--- src/rtl/or1200_dc_maint_pkg.sv ---
// Shared types and constants for the data-cache range maintenance sequencer.
package or1200_dc_maint_pkg;

    typedef enum logic [2:0] {
        IDLE,
        ISSUE,
        WAIT,
        GAP,
        FIN
    } dc_maint_state_e;

    localparam logic [1:0] CMD_FLUSH  = 2'd1;
    localparam logic [1:0] CMD_WB     = 2'd2;

    localparam logic [1:0] REG_START  = 2'd0;
    localparam logic [1:0] REG_COUNT  = 2'd1;
    localparam logic [1:0] REG_CMD    = 2'd2;
    localparam logic [1:0] REG_STATUS = 2'd3;

    // Only flush and writeback touch cache lines; other opcodes complete immediately.
    function automatic logic is_line_op(input logic [1:0] op);
        return (op == CMD_FLUSH) || (op == CMD_WB);
    endfunction

endpackage

--- src/rtl/or1200_dc_range_maint_if.sv ---
// Config bus and DC FSM SPR-port signals of the range maintenance sequencer.
interface or1200_dc_range_maint_if;
    logic        cfg_we;
    logic [1:0]  cfg_addr;
    logic [31:0] cfg_dat;
    logic [31:0] cfg_rdat;
    logic        dc_en;
    logic        mtspr_dc_done;
    logic        spr_cswe;
    logic [31:0] spr_dat_o;
    logic        dc_block_flush;
    logic        dc_block_writeback;
    logic        busy;
    logic        done_o;

    modport slave (
        input  cfg_we, cfg_addr, cfg_dat, dc_en, mtspr_dc_done,
        output cfg_rdat, spr_cswe, spr_dat_o, dc_block_flush, dc_block_writeback,
               busy, done_o
    );

    modport master (
        output cfg_we, cfg_addr, cfg_dat, dc_en, mtspr_dc_done,
        input  cfg_rdat, spr_cswe, spr_dat_o, dc_block_flush, dc_block_writeback,
               busy, done_o
    );
endinterface

--- src/rtl/or1200_dc_maint_regs.sv ---
// START/COUNT/CMD/STATUS register file; writes are gated while a sequence runs.
module or1200_dc_maint_regs #(
    parameter int LINE_W = 4,
    parameter int CNT_W  = 16
) (
    input  logic              clk,
    input  logic              rst_n,
    input  logic              cfg_we,
    input  logic [1:0]        cfg_addr,
    input  logic [31:0]       cfg_dat,
    input  logic              busy,
    input  logic              done_pulse,
    input  logic              abort_pulse,
    input  logic              tmo_pulse,
    output logic [31:0]       start,
    output logic [CNT_W-1:0]  count,
    output logic              cmd_go,
    output logic              abort_req,
    output logic [1:0]        cmd_op,
    output logic [31:0]       cfg_rdat
);
    import or1200_dc_maint_pkg::*;

    logic [31-LINE_W:0] start_hi_reg;
    logic [CNT_W-1:0]   count_reg;
    logic [1:0]         cmd_reg;
    logic               done_sticky_reg;
    logic               aborted_reg;
    logic               tmo_err_reg;
    logic               cmd_wr;

    assign cmd_wr    = cfg_we && (cfg_addr == REG_CMD);
    // A CMD write with bit 31 set is an abort: only meaningful while busy, ignored in idle.
    assign cmd_go    = cmd_wr && !busy && !cfg_dat[31];
    assign abort_req = cmd_wr && busy && cfg_dat[31];
    assign cmd_op    = cfg_dat[1:0];
    assign start     = {start_hi_reg, {LINE_W{1'b0}}};
    assign count     = count_reg;

    always_ff @(posedge clk or negedge rst_n) begin
        if (!rst_n) begin
            start_hi_reg    <= '0;
            count_reg       <= '0;
            cmd_reg         <= '0;
            done_sticky_reg <= 1'b0;
            aborted_reg     <= 1'b0;
            tmo_err_reg     <= 1'b0;
        end else begin
            if (cfg_we && !busy && (cfg_addr == REG_START)) begin
                start_hi_reg <= cfg_dat[31:LINE_W];
            end
            if (cfg_we && !busy && (cfg_addr == REG_COUNT)) begin
                count_reg <= cfg_dat[CNT_W-1:0];
            end
            if (cmd_go) begin
                cmd_reg         <= cfg_dat[1:0];
                done_sticky_reg <= 1'b0;
                aborted_reg     <= 1'b0;
                tmo_err_reg     <= 1'b0;
            end else begin
                if (done_pulse)  done_sticky_reg <= 1'b1;
                if (abort_pulse) aborted_reg     <= 1'b1;
                if (tmo_pulse)   tmo_err_reg     <= 1'b1;
            end
        end
    end

    always_comb begin
        cfg_rdat = '0;
        case (cfg_addr)
            REG_START:  cfg_rdat = start;
            REG_COUNT:  cfg_rdat = {{(32-CNT_W){1'b0}}, count_reg};
            REG_CMD:    cfg_rdat = {30'b0, cmd_reg};
            default:    cfg_rdat = {28'b0, tmo_err_reg, aborted_reg, done_sticky_reg, busy};
        endcase
    end

endmodule

--- src/rtl/or1200_dc_range_maint.sv ---
// Walks an address range one cache line at a time, driving the DC FSM SPR port
// with a block flush or writeback per line and a one-cycle release between lines.
module or1200_dc_range_maint #(
    parameter int LINE_W = 4,
    parameter int CNT_W  = 16,
    parameter int TMO_W  = 10
) (
    input  logic                    clk,
    input  logic                    rst_n,
    or1200_dc_range_maint_if.slave  bus
);
    import or1200_dc_maint_pkg::*;

    localparam logic [31:0] STEP = 32'd1 << LINE_W;

    dc_maint_state_e    state;
    logic [31:0]        addr;
    logic [CNT_W-1:0]   rem;
    logic [TMO_W-1:0]   tmo;
    logic [TMO_W-1:0]   tmo_inc;
    logic [1:0]         op_reg;
    logic               abort_pending_reg;
    logic               cswe_reg;
    logic               flush_reg;
    logic               wb_reg;
    logic               busy_reg;
    logic               done_reg;
    logic               fin_abort_reg;
    logic               fin_tmo_reg;

    logic [31:0]        start;
    logic [CNT_W-1:0]   count;
    logic               cmd_go;
    logic               abort_req;
    logic [1:0]         cmd_op;

    or1200_dc_maint_regs #(
        .LINE_W (LINE_W),
        .CNT_W  (CNT_W)
    ) u_regs (
        .clk         (clk),
        .rst_n       (rst_n),
        .cfg_we      (bus.cfg_we),
        .cfg_addr    (bus.cfg_addr),
        .cfg_dat     (bus.cfg_dat),
        .busy        (busy_reg),
        .done_pulse  (done_reg),
        .abort_pulse (fin_abort_reg),
        .tmo_pulse   (fin_tmo_reg),
        .start       (start),
        .count       (count),
        .cmd_go      (cmd_go),
        .abort_req   (abort_req),
        .cmd_op      (cmd_op),
        .cfg_rdat    (bus.cfg_rdat)
    );

    // Timeout fires on the WAIT cycle where the counter would reach all-ones.
    assign tmo_inc = tmo + TMO_W'(1);

    always_ff @(posedge clk or negedge rst_n) begin
        if (!rst_n) begin
            state             <= IDLE;
            addr              <= '0;
            rem               <= '0;
            tmo               <= '0;
            op_reg            <= '0;
            abort_pending_reg <= 1'b0;
            cswe_reg          <= 1'b0;
            flush_reg         <= 1'b0;
            wb_reg            <= 1'b0;
            busy_reg          <= 1'b0;
            done_reg          <= 1'b0;
            fin_abort_reg     <= 1'b0;
            fin_tmo_reg       <= 1'b0;
        end else begin
            flush_reg     <= 1'b0;
            wb_reg        <= 1'b0;
            done_reg      <= 1'b0;
            fin_abort_reg <= 1'b0;
            fin_tmo_reg   <= 1'b0;
            if (abort_req && (state == ISSUE || state == WAIT)) begin
                abort_pending_reg <= 1'b1;
            end

            case (state)
                IDLE: begin
                    if (cmd_go) begin
                        busy_reg <= 1'b1;
                        if (is_line_op(cmd_op) && (count != '0) && bus.dc_en) begin
                            state             <= ISSUE;
                            addr              <= start;
                            rem               <= count;
                            op_reg            <= cmd_op;
                            abort_pending_reg <= 1'b0;
                            cswe_reg          <= 1'b1;
                            flush_reg         <= (cmd_op == CMD_FLUSH);
                            wb_reg            <= (cmd_op == CMD_WB);
                        end else begin
                            state    <= FIN;
                            done_reg <= 1'b1;
                        end
                    end
                end
                ISSUE: begin
                    tmo   <= '0;
                    state <= WAIT;
                end
                WAIT: begin
                    if (bus.mtspr_dc_done) begin
                        state    <= GAP;
                        cswe_reg <= 1'b0;
                        addr     <= addr + STEP;
                        rem      <= rem - CNT_W'(1);
                    end else if (&tmo_inc) begin
                        state       <= FIN;
                        cswe_reg    <= 1'b0;
                        tmo         <= tmo_inc;
                        done_reg    <= 1'b1;
                        fin_tmo_reg <= 1'b1;
                    end else begin
                        tmo <= tmo_inc;
                    end
                end
                GAP: begin
                    if (rem == '0) begin
                        state    <= FIN;
                        done_reg <= 1'b1;
                    end else if (abort_pending_reg || abort_req || !bus.dc_en) begin
                        state         <= FIN;
                        done_reg      <= 1'b1;
                        fin_abort_reg <= 1'b1;
                    end else begin
                        state     <= ISSUE;
                        cswe_reg  <= 1'b1;
                        flush_reg <= (op_reg == CMD_FLUSH);
                        wb_reg    <= (op_reg == CMD_WB);
                    end
                end
                FIN: begin
                    state             <= IDLE;
                    busy_reg          <= 1'b0;
                    abort_pending_reg <= 1'b0;
                end
                default: begin
                    state    <= IDLE;
                    busy_reg <= 1'b0;
                    cswe_reg <= 1'b0;
                end
            endcase
        end
    end

    assign bus.spr_cswe           = cswe_reg;
    assign bus.spr_dat_o          = addr;
    assign bus.dc_block_flush     = flush_reg;
    assign bus.dc_block_writeback = wb_reg;
    assign bus.busy               = busy_reg;
    assign bus.done_o             = done_reg;

endmodule

--- src/flat_wrapper.sv ---
// flat-port wrapper written by rule: the top's interface ports become plain ports
module or1200_dc_range_maint_flat import or1200_dc_maint_pkg::*;
#(
    parameter int LINE_W = 4,
    parameter int CNT_W  = 16,
    parameter int TMO_W  = 10
)
  (clk, rst_n, bus_cfg_we, bus_cfg_addr, bus_cfg_dat, bus_dc_en, bus_mtspr_dc_done, bus_cfg_rdat, bus_spr_cswe, bus_spr_dat_o, bus_dc_block_flush, bus_dc_block_writeback, bus_busy, bus_done_o);
  or1200_dc_range_maint_if bus_i ();
  input  logic clk;
  input  logic rst_n;
  input wire logic [$bits(bus_i.cfg_we)-1:0] bus_cfg_we;
  input wire logic [$bits(bus_i.cfg_addr)-1:0] bus_cfg_addr;
  input wire logic [$bits(bus_i.cfg_dat)-1:0] bus_cfg_dat;
  input wire logic [$bits(bus_i.dc_en)-1:0] bus_dc_en;
  input wire logic [$bits(bus_i.mtspr_dc_done)-1:0] bus_mtspr_dc_done;
  output wire logic [$bits(bus_i.cfg_rdat)-1:0] bus_cfg_rdat;
  output wire logic [$bits(bus_i.spr_cswe)-1:0] bus_spr_cswe;
  output wire logic [$bits(bus_i.spr_dat_o)-1:0] bus_spr_dat_o;
  output wire logic [$bits(bus_i.dc_block_flush)-1:0] bus_dc_block_flush;
  output wire logic [$bits(bus_i.dc_block_writeback)-1:0] bus_dc_block_writeback;
  output wire logic [$bits(bus_i.busy)-1:0] bus_busy;
  output wire logic [$bits(bus_i.done_o)-1:0] bus_done_o;
  assign bus_i.cfg_we = bus_cfg_we;
  assign bus_i.cfg_addr = bus_cfg_addr;
  assign bus_i.cfg_dat = bus_cfg_dat;
  assign bus_i.dc_en = bus_dc_en;
  assign bus_i.mtspr_dc_done = bus_mtspr_dc_done;
  assign bus_cfg_rdat = bus_i.cfg_rdat;
  assign bus_spr_cswe = bus_i.spr_cswe;
  assign bus_spr_dat_o = bus_i.spr_dat_o;
  assign bus_dc_block_flush = bus_i.dc_block_flush;
  assign bus_dc_block_writeback = bus_i.dc_block_writeback;
  assign bus_busy = bus_i.busy;
  assign bus_done_o = bus_i.done_o;
  or1200_dc_range_maint #(.LINE_W(LINE_W), .CNT_W(CNT_W), .TMO_W(TMO_W)) u_core (.clk(clk), .rst_n(rst_n), .bus(bus_i));
endmodule
--- config.mk ---
export PLATFORM = sky130hd
export DESIGN_NAME = or1200_dc_range_maint_flat
export DESIGN_NICKNAME = d
export VERILOG_FILES = /design/src/rtl/or1200_dc_maint_pkg.sv /design/src/rtl/or1200_dc_range_maint_if.sv /design/src/rtl/or1200_dc_maint_regs.sv /design/src/rtl/or1200_dc_range_maint.sv /design/src/flat_wrapper.sv
export SDC_FILE = /design/constraint.sdc
export NUM_CORES = 1
export LEC_CHECK = 0
export CORE_MARGIN = 2
export CORE_UTILIZATION = 58
export DETAILED_ROUTE_END_ITERATION = 8
export MAX_ROUTING_LAYER = met4
export PLACE_DENSITY = 0.86
export SETUP_SLACK_MARGIN = 0.1
export SKIP_LAST_GASP = 1
export SLEW_MARGIN = 20
export SYNTH_ARGS = -nofsm -noshare
export SYNTH_HDL_FRONTEND = slang
export SYNTH_SLANG_ARGS = --single-unit
--- constraint.sdc ---
create_clock -name clk -period 3.92 [get_ports clk]
set_clock_uncertainty 0.1 [all_clocks]
set_input_delay 0.784 -clock clk [delete_from_list [all_inputs] [get_ports clk]]
set_output_delay 0.784 -clock clk [all_outputs]
set_load 0.05 [all_outputs]
======== Word level (Yosys, flattened, before mapping) ========
Cells that the tools add are included.
W data, S select, Z words.
word-level totals
  logic and storage cells ................. 134
  register bits after elaboration ......... 120
  output and inout port bits .............. 69
  input port bits ......................... 39
cells by class
  reductions and logical operators ........ 36
  add/subtract/negate cells ............... 3
  muxes and demuxes ....................... 57
  equal/unequal tests ..................... 17
  bitwise gates (word level) .............. 2
operators by type and width
  cell                     number
  $mux W32                 3
  $pmux W32 S3             1
  $pmux W32 S2             1
  $mux W16                 3
  $mux W1                  33
  $add A32 B5 Y32 const B  1
  $pmux W16 S2             1
  $pmux W10 S2             1
  $mux W3                  6
  $logic_not A16 Y1        1
  $reduce_bool A16 Y1      1
  $sub A16 B1 Y16 const B  1
  $pmux W3 S4              1
  $logic_and A1 B1 Y1      11
  $add A10 B1 Y10 const B  1
  $mux W10                 1
  $reduce_and A10 Y1       1
  $reduce_bool A2 Y1       5
  $ne A2 B2 Y1 const B     4
  $pmux W1 S2              4
  $eq A2 B1 Y1 const B     3
  $eq A2 B2 Y1 const B     3
  $eq A3 B2 Y1 const B     2
  $reduce_and A2 Y1        3
  other kinds (16)         23

======== Logic depth before layout (Yosys ltp) ========
Gate-level depths: netlist of the first run.
  depth in word-level cells ............... 9
  mapped depth ............................ 8
  depth with buffers taken out ............ 7

======== Cells and area by module ========
From an unflattened synthesis of the first run, not the netlist that was laid out.
unflattened totals
  cell total of the unflattened synthesis .. 665
  area total of the unflattened synthesis .. 6523.8 um^2
by module, submodules not included
  module                 cells each  area an instance (um^2)  instances  sequential area each (um^2)
  or1200_dc_range_maint  492         4231.6                   1          1776.7
  or1200_dc_maint_regs   173         2292.2                   1          1226.2

======== Worst setup path before layout of the first run ========
No wires, ideal clock.
  kind .................................... in2out
  start point ............................. input port bus_cfg_addr[0]
  end point ............................... output port bus_cfg_rdat[2]
  data required time ...................... 3036 ps
  slack ................................... 1047 ps
  path buffers ............................ 2
  arrival time ............................ 1989 ps
  stages on the path ...................... 3
  cells stage by stage .................... buf_2 buf_2 nor2b_1
on the way
  word-level cells in the longest chain between the ends .. 2
  elaborated cells on any way between the ends .. 4
  classes of those cells .................. eq/ne: 2; mux: 1; reduce/logical: 1
RTL lines
  what                                        RTL line                    text
  from (decl)                                 flat_wrapper.sv:13          input wire logic [$bits(bus_i.cfg_addr)-1:0] bus_cfg_addr;
  $eq A2 B2 Y1, or another cell as far along  or1200_dc_maint_regs.sv:70  case (cfg_addr)
  $pmux W32 S3 *                              or1200_dc_maint_regs.sv:70
  to (decl)                                   flat_wrapper.sv:17          output wire logic [$bits(bus_i.cfg_rdat)-1:0] bus_cfg_rdat;
Mark *: on every way between the ends. The rest lies on a longest branch, timed or not.

======== Worst setup path after layout of the first run ========
  start point ............................. input port bus_cfg_addr[0]
  end point ............................... output port bus_cfg_rdat[24]
Same word-level chain as after synthesis.

==> metrics.md, run 1 <==
| Metric | Value |
|---|---|
| Outcome | `finished clean` |
| Share of the synthesized area in the top cell type | `0.454` |
| Die span in y | `between 100 and 150 um` |
| Critical R2R Capture | `u_core.bus.spr_dat_o[30]` |
| Cell Area, Synth | `around 0.0064 mm2` |
| HPWL after DPL | `between 10 and 15 mm` |
| Synthesis Warnings | `0` |
| Multi-input combinational cell area | `0.00324 mm2` |
| GRT Resource Usage Total | `0.336` |
| Logic depth of the worst setup path including buffers | `6` |
| Number of detailed-route iterations in the first pass | `5` |
| Worst Setup EP | `bus_cfg_rdat[24]` |
| Netlist cell types | `a little under 70` |
| Worst setup SP type | `input port` |
| # DRC | `0` |
| Final count of pins violating max slew | `0` |
| Proportion of power drawn by the clock network | `0.203` |
| Quantity of hold-fixing buffers added after cts | `0` |
| Via/cell ratio | `roughly 6.4` |
| Final Hold Viols | `0` |
| Internal | `a little over 0.004 W` |
| Starting DRT DRC Count | `560` |
| Total power | `0.00726 W` |
| Worst Path Buf+Inv | `4` |
| Worst R2R Path Depth | `5` |
| Num ports | `roughly 110` |
| Critical path type | `in2out` |
| Initial antenna violation count | `0` |
| Syn Inst Count | `~650` |
| Net Sw Frac | `0.444` |
| Critical-path top delay cell | `clkdlybuf4s50_1` |
| Wire per inst | `just over 20 um` |
| Setup Viol. Count Final | `0` |
| Initial cell density of the core | `0.592` |
| Worst EP arrival | `between 2 and 2.5 ns` |
| Worst VDD drop | `~0.51 mV` |
| Cell Chain, Critical Path | `clkdlybuf4s50_1 > buf_4 > nor2_1 > buf_4 > and2_1 > buf_12` |
| Root buffer cell | `clkbuf_8` |
| Leakage | `about 3.5 nW` |
| Avg Inst Size Synth | `between 9 and 10 um2` |
| Post_cts resized | `0` |
| Vias in the first global route | `roughly 6000` |
| CTS tree | `yes` |
| Routed Antenna Nets | `0` |
| Nets@finish | `800` |
| Die Wd | `around 110 um` |
| WL final | `roughly 18 mm` |
| Setup_tns | `0 ns` |
| Total CTS buffers | `17` |
| Setup crit start | `bus_cfg_addr[0]` |
| Clk sink count | `about 120` |
| Critical Path End Type | `output port` |
| Seq/Total Area, Yosys | `0.454` |
| Slowest cell delay on critical path | `approximately 0.60 ns` |
| CTS max path bufs | `2` |
| Htree depth | `4` |
| Async S/R FF share, synth | `1.00` |
| Reg-to-Reg Start | `u_core.state[0]` |
| Total gr overflow | `0` |
| Period utilization | `0.842` |
| Slew @ Worst Pin | `between 0.7 and 0.8 ns` |
| Routability cong. | `between 0.8 and 0.9` |
| Hold WS | `roughly 0.24 ns` |
| Pwr per Cell Area | `~870 mW/mm2` |
| Via count | `approximately 5800` |
| FF+latch count, synth | `116` |
| First-pass GRT wire length | `between 20 and 30 mm` |
| FMAX | `~0.30 GHz` |
| Min-delay worst type | `in2async` |
| Cell family with most CP delay | `buffers and inverters` |
| Most used cell along the critical path | `buf_4` |
| Synth area leaders | `dfrtp_1 (45%), mux2_2 (8.1%), nor2_1 (4.2%)` |
| Comb power frac | `0.465` |
| MaxCap Viol Count | `0` |
| Core footprint | `0.0108 mm2` |
| Buffers on Ports | `~100` |
| Post-synth EDFFs | `0` |
| Ys flop type | `dfrtp_1` |
| Minimum clock period | `3.30 ns` |
| Unrepaired setup endpoints after global routing | `no` |
| Fillcell total | `slightly below 700` |
| Critical path fanouts, max | `16` |
| Total die area | `around 0.012 mm2` |
| Largest area contributor in the synthesized netlist | `dfrtp_1` |
| CTS clk-pin slew, worst paths | `0.06 ns` |
| Fraction of layout cells with a size suffix above 1 | `0.186` |
| Largest net degree at the start of global routing | `64` |
| Flop pwr share | `0.331` |
| R2r setup slk | `1.28 ns` |
| Crit path required time | `3.04 ns` |
| Post-CTS Setup Inserts | `0` |
| Register area | `0.00290 mm2` |
| Synth-to-layout area growth | `31.3%` |
| Sw power | `roughly 0.0032 W` |
| Skew-Pair Late Insertion Delay | `~0.53 ns` |
| Row Count | `38` |
| # diodes | `0` |
| Worst slew margin | `0.469` |
-- layer usage --
layer	GRT usage	routed length, um
met5	-	0
met1	0.430	7410
met3	0.0610	1240
met2	0.519	8970
met4	0.162	631
-- cell families after synthesis --
| group | after synthesis | synth area share |
|---|---|---|
| and+or+nand+nor | 236 | 0.200 |
| DFF | 116 | 0.454 |
| xor gates and xnor gates | 2 | 0.00274 |
| other | 1 | 0.000587 |
| adders and majority gates | 6 | 0.0118 |
| buffers and inverters | 54 | 0.0407 |
| muxes | 63 | 0.108 |
| AOI/OAI and AO/OA | 176 | 0.182 |
-- cell usage after synthesis (3+ instances only) --
master,n
nor4_1,6
a41oi_1,3
nand4_1,6
o21ai_1,5
nand3_1,20
buf_4,7
a21oi_1,43
nor3_1,15
ha_1,6
nand2b_1,5
mux2i_1,15
a2bb2oi_1,3
mux2_2,46
o21ai_0,44
and2_1,21
nor4_2,3
buf_2,13
a22o_1,8
o21a_1,3
nor3_2,4
o22a_1,12
a22oi_1,4
a31oi_1,11
inv_1,15
a32oi_1,6
dfrtp_1,116
and3_1,11
nor2b_1,6
nand2_1,45
o22ai_1,10
nor2_1,72
or3_1,5
clkbuf_1,16
-- how the worst min path moves through the flow --
| stage | endpoint | cells past startpoint |
|---|---|---|
| finish | u_core.tmo[9] | 1 |
| global route | u_core.tmo[9] | 1 |
| CTS | u_core.tmo[4] | 1 |
| detailed placement | u_core.u_regs.tmo_err_reg | 2 |
| global placement | u_core.u_regs.tmo_err_reg | 2 |
| floorplan | u_core.u_regs.aborted_reg | 2 |
-- area by class of cell --
class / count / share of cell area
multi-input combinational: 487 / 0.386
sequential: 116 / 0.346
timing repair buffer: 118 / 0.174
clock buffer: 24 / 0.0573
tap: 140 / 0.0209
clock inverter: 5 / 0.00895
inverter: 15 / 0.00671
-- power by group through the flow --
| stage | Sequential [W] | Combinational [W] | Clock (W) |
|---|---|---|---|
| floorplan | 0.00266 | 0.00184 | 0 |
| global placement | 0.00234 | 0.00320 | 0 |
| detailed placement | 0.00238 | 0.00331 | 0 |
| CTS | 0.00238 | 0.00337 | 0.00147 |
| global route | 0.00248 | 0.00362 | 0.00154 |
| finish | 0.00241 | 0.00338 | 0.00148 |
-- cells in the final DEF, fill, tap and decap left out, types with 5 or more instances in the layout --
master             n
dfrtp_1          116
nor2_1            72
clkdlybuf4s50_1   70
mux2_2            46
nand2_1           45
o21ai_0           44
a21oi_1           43
buf_12            32
and2_1            21
nand3_1           20
clkbuf_16         16
buf_4             16
nor3_1            15
inv_1             15
mux2i_1           15
o22a_1            12
and3_1            11
a31oi_1           11
o22ai_1           10
a22o_1             8
nand4_1            6
nor4_1             6
a32oi_1            6
nor2b_1            6
ha_1               6
o21ai_1            5
nand2b_1           5
or3_1              5
clkbuf_8           5
-- through the flow --
| step | instance area (um2) | setup slack, ns | cells | util |
|---|---|---|---|---|
| finish | 8390 | 0.620 | 905 | 0.777 |
| global route | 8390 | 0.563 | 905 | 0.777 |
| CTS | 8390 | 0.646 | 905 | 0.777 |
| detailed placement | 7830 | 0.585 | 876 | 0.726 |
| global placement | 7830 | 0.673 | 876 | 0.726 |
| floorplan | 6400 | 1.05 | 657 | - |
(Power assumes the default switching activity.)
==> run 2: changes to the inputs <==
--- a/config.mk
+++ b/config.mk
@@ -6,10 +6,10 @@
 export NUM_CORES = 1
 export LEC_CHECK = 0
 export CORE_MARGIN = 2
-export CORE_UTILIZATION = 58
+export CORE_UTILIZATION = 49
 export DETAILED_ROUTE_END_ITERATION = 8
 export MAX_ROUTING_LAYER = met4
-export PLACE_DENSITY = 0.86
+export PLACE_DENSITY = 0.78
 export SETUP_SLACK_MARGIN = 0.1
 export SKIP_LAST_GASP = 1
 export SLEW_MARGIN = 20
==> constraint.sdc (replaced) <==
create_clock -name clk -period 2.66 [get_ports clk]
set_clock_uncertainty 0.1 [all_clocks]
set_input_delay 0.532 -clock clk [delete_from_list [all_inputs] [get_ports clk]]
set_output_delay 0.532 -clock clk [all_outputs]
set_load 0.05 [all_outputs]
==> metrics.md, run 2 (synthesis results as in run 1) <==
| Metric | Value |
|---|---|
| Worst VDD drop | `0.869 mV` |
| Worst setup SP type | `input port` |
| GRT Resource Usage Total | `0.266` |
| Row Count | `41` |
| Initial cell density of the core | `0.504` |
| WL final | `17.5 mm` |
| Slew @ Worst Pin | `around 0.75 ns` |
| Fillcell total | `slightly above 900` |
| Die span in y | `around 120 um` |
| Unrepaired setup endpoints after global routing | `no` |
| Critical path type | `in2out` |
| Quantity of hold-fixing buffers added after cts | `0` |
| Final count of pins violating max slew | `0` |
| FMAX | `between 0.4 and 0.5 GHz` |
| Outcome | `finished clean` |
| Wire per inst | `18.3 um` |
| Critical Path End Type | `output port` |
| Proportion of power drawn by the clock network | `0.201` |
| Via/cell ratio | `between 6 and 7` |
| Fraction of layout cells with a size suffix above 1 | `0.203` |
| DP Area | `0.00804 mm2` |
| Pwr per Cell Area | `1240 mW/mm2` |
| Via count | `roughly 5800` |
| # diodes | `0` |
| # DRC | `0` |
| Core footprint | `roughly 0.013 mm2` |
| Clk sink count | `between 100 and 150` |
| Total CTS buffers | `17` |
| Total power | `0.0107 W` |
| Commonest non-fill, non-tap cell in the layout | `dfrtp_1` |
| R2r setup slk | `0.40 ns` |
| Register area | `just under 0.003 mm2` |
| Routability cong. | `between 0.9 and 1` |
| Internal | `about 0.0060 W` |
| CTS max path bufs | `2` |
| Starting DRT DRC Count | `about 620` |
| Period utilization | `0.917` |
| Finished Cell Area | `roughly 0.0086 mm2` |
| Hold WS | `a little over 0.07 ns` |
| Sw power | `0.00469 W` |
| Post-CTS Setup Inserts | `0` |
| Critical path fanouts, max | `9` |
| HPWL after DPL | `between 10 and 15 mm` |
| Synth-to-layout area growth | `34.5%` |
| Initial antenna violation count | `0` |
| Skew-Pair Late Insertion Delay | `0.42 ns` |
| Worst EP arrival | `roughly 1.8 ns` |
| Nets@finish | `~820` |
| Min-delay worst type | `in2async` |
| Htree depth | `4` |
| Minimum clock period | `roughly 2.4 ns` |
| Leakage | `3.59 nW` |
| Flop pwr share | `0.323` |
| CTS tree | `yes` |
| Setup Viol. Count Final | `0` |
| Crit path required time | `approximately 2.0 ns` |
| Die Wd | `118 um` |
| Vias in the first global route | `around 5500` |
| Root buffer cell | `clkbuf_16` |
| Num ports | `around 110` |
| Total die area | `0.0140 mm2` |
| MaxCap Viol Count | `0` |
| Buffers on Ports | `about 100` |
| CTS clk-pin slew, worst paths | `about 0.050 ns` |
| First-pass GRT wire length | `29.0 mm` |
| Net Sw Frac | `0.439` |
| Cell Count, Final, Fillers Out | `about 960` |
| Final Hold Viols | `0` |
| Comb power frac | `0.476` |
| Worst slew margin | `0.497` |
| Routed Antenna Nets | `0` |
| Most frequent cells in the layout | `dfrtp_1 (116), nor2_1 (72), clkdlybuf4s50_1 (69)` |
| Multi-input combinational cell area | `between 0.003 and 0.004 mm2` |
| # placed instances | `~930` |
| Total gr overflow | `0` |
| Number of detailed-route iterations in the first pass | `6` |
| Largest net degree at the start of global routing | `63` |
run 2: cell types whose count changed in the layout (fill, tap and decap cells not counted):
cell and delta:
buf_4 +17, clkbuf_1 +4, buf_12 +2, bufinv_16 -1, clkbuf_16 +1, clkbuf_8 -1
clkdlybuf4s50_1 -1, dlygate4sd2_1 +1
run 2: worst max-delay path, stage by stage:
cell and delay (ns):
clkdlybuf4s50_1 0.55, buf_4 0.21, mux2i_1 0.25, nor2b_1 0.10, buf_12 0.16
run 2: power groups by stage:
stage	clock network, W	registers (W)	logic, W
2_1_floorplan	0	0.00392	0.00271
3_3_place_gp	0	0.00337	0.00490
4_1_cts	0.00215	0.00342	0.00507
5_1_grt	0.00226	0.00355	0.00546
3_5_place_dp	0	0.00343	0.00503
6_report	0.00215	0.00345	0.00508
run 2: repair_timing:
action                                  CTS  global route
gates resized for setup                   1             0
hold endpoints to repair                  0             0
endpoints found under the setup margin    3             0
run 2: routing by layer:
layer | global-route usage | wire (um) | share of wire | up-vias
li1 | - | - | - | 2639
met1 | 0.359 | 7560 | 0.43 | 2868
met2 | 0.404 | 8520 | 0.49 | 241
met3 | 0.0521 | 1110 | 0.063 | 31
met4 | 0.0889 | 325 | 0.019 | 0
met5 | - | 0 | 0 | -
run 2: stage by stage:
| stage | TNS [ns] | util | setup slack [ns] |
|---|---|---|---|
| 2_1_floorplan | 0 | - | 0.291 |
| 3_3_place_gp | -0.0574 | 0.635 | -0.0348 |
| 3_5_place_dp | -0.451 | 0.635 | -0.0714 |
| 4_1_cts | 0 | 0.678 | 0.203 |
| 5_1_grt | 0 | 0.678 | 0.171 |
| 6_report | 0 | 0.678 | 0.220 |
run 2: path summary, 6_finish.rpt:
| check | startpoint | endpoint | cells past startpoint |
|---|---|---|---|
| min in group clk | u_core.fin_abort_reg | u_core.u_regs.aborted_reg | 2 |
| worst max-delay path | bus_cfg_addr[1] | bus_cfg_rdat[3] | 5 |
| worst min register to register | u_core.fin_abort_reg | u_core.u_regs.aborted_reg | 2 |
| max in group asynchronous | rst_n | u_core.bus.spr_dat_o[4] | 2 |
| worst max register to register | u_core.bus.spr_dat_o[4] | u_core.bus.spr_dat_o[22] | 6 |
| worst min-delay path | rst_n | u_core.u_regs.start_hi_reg[8] | 1 |
run 2: cell type report:
type | instances | share of cell area
Inverter | 15 | 0.00655
Tap cell | 172 | 0.0251
Timing Repair Buffer | 137 | 0.189
Sequential cell | 116 | 0.338
Multi-Input combinational cell | 487 | 0.377
Clock inverter | 4 | 0.00524
Clock buffer | 28 | 0.0590
==> run 3: changes to the inputs <==
--- a/config.mk
+++ b/config.mk
@@ -11,7 +11,6 @@
 export MAX_ROUTING_LAYER = met4
 export PLACE_DENSITY = 0.78
 export SETUP_SLACK_MARGIN = 0.1
-export SKIP_LAST_GASP = 1
 export SLEW_MARGIN = 20
 export SYNTH_ARGS = -nofsm -noshare
 export SYNTH_HDL_FRONTEND = slang
==> results of run 3 <==
Final layout, timing and power as in run 2 (identical DEF).
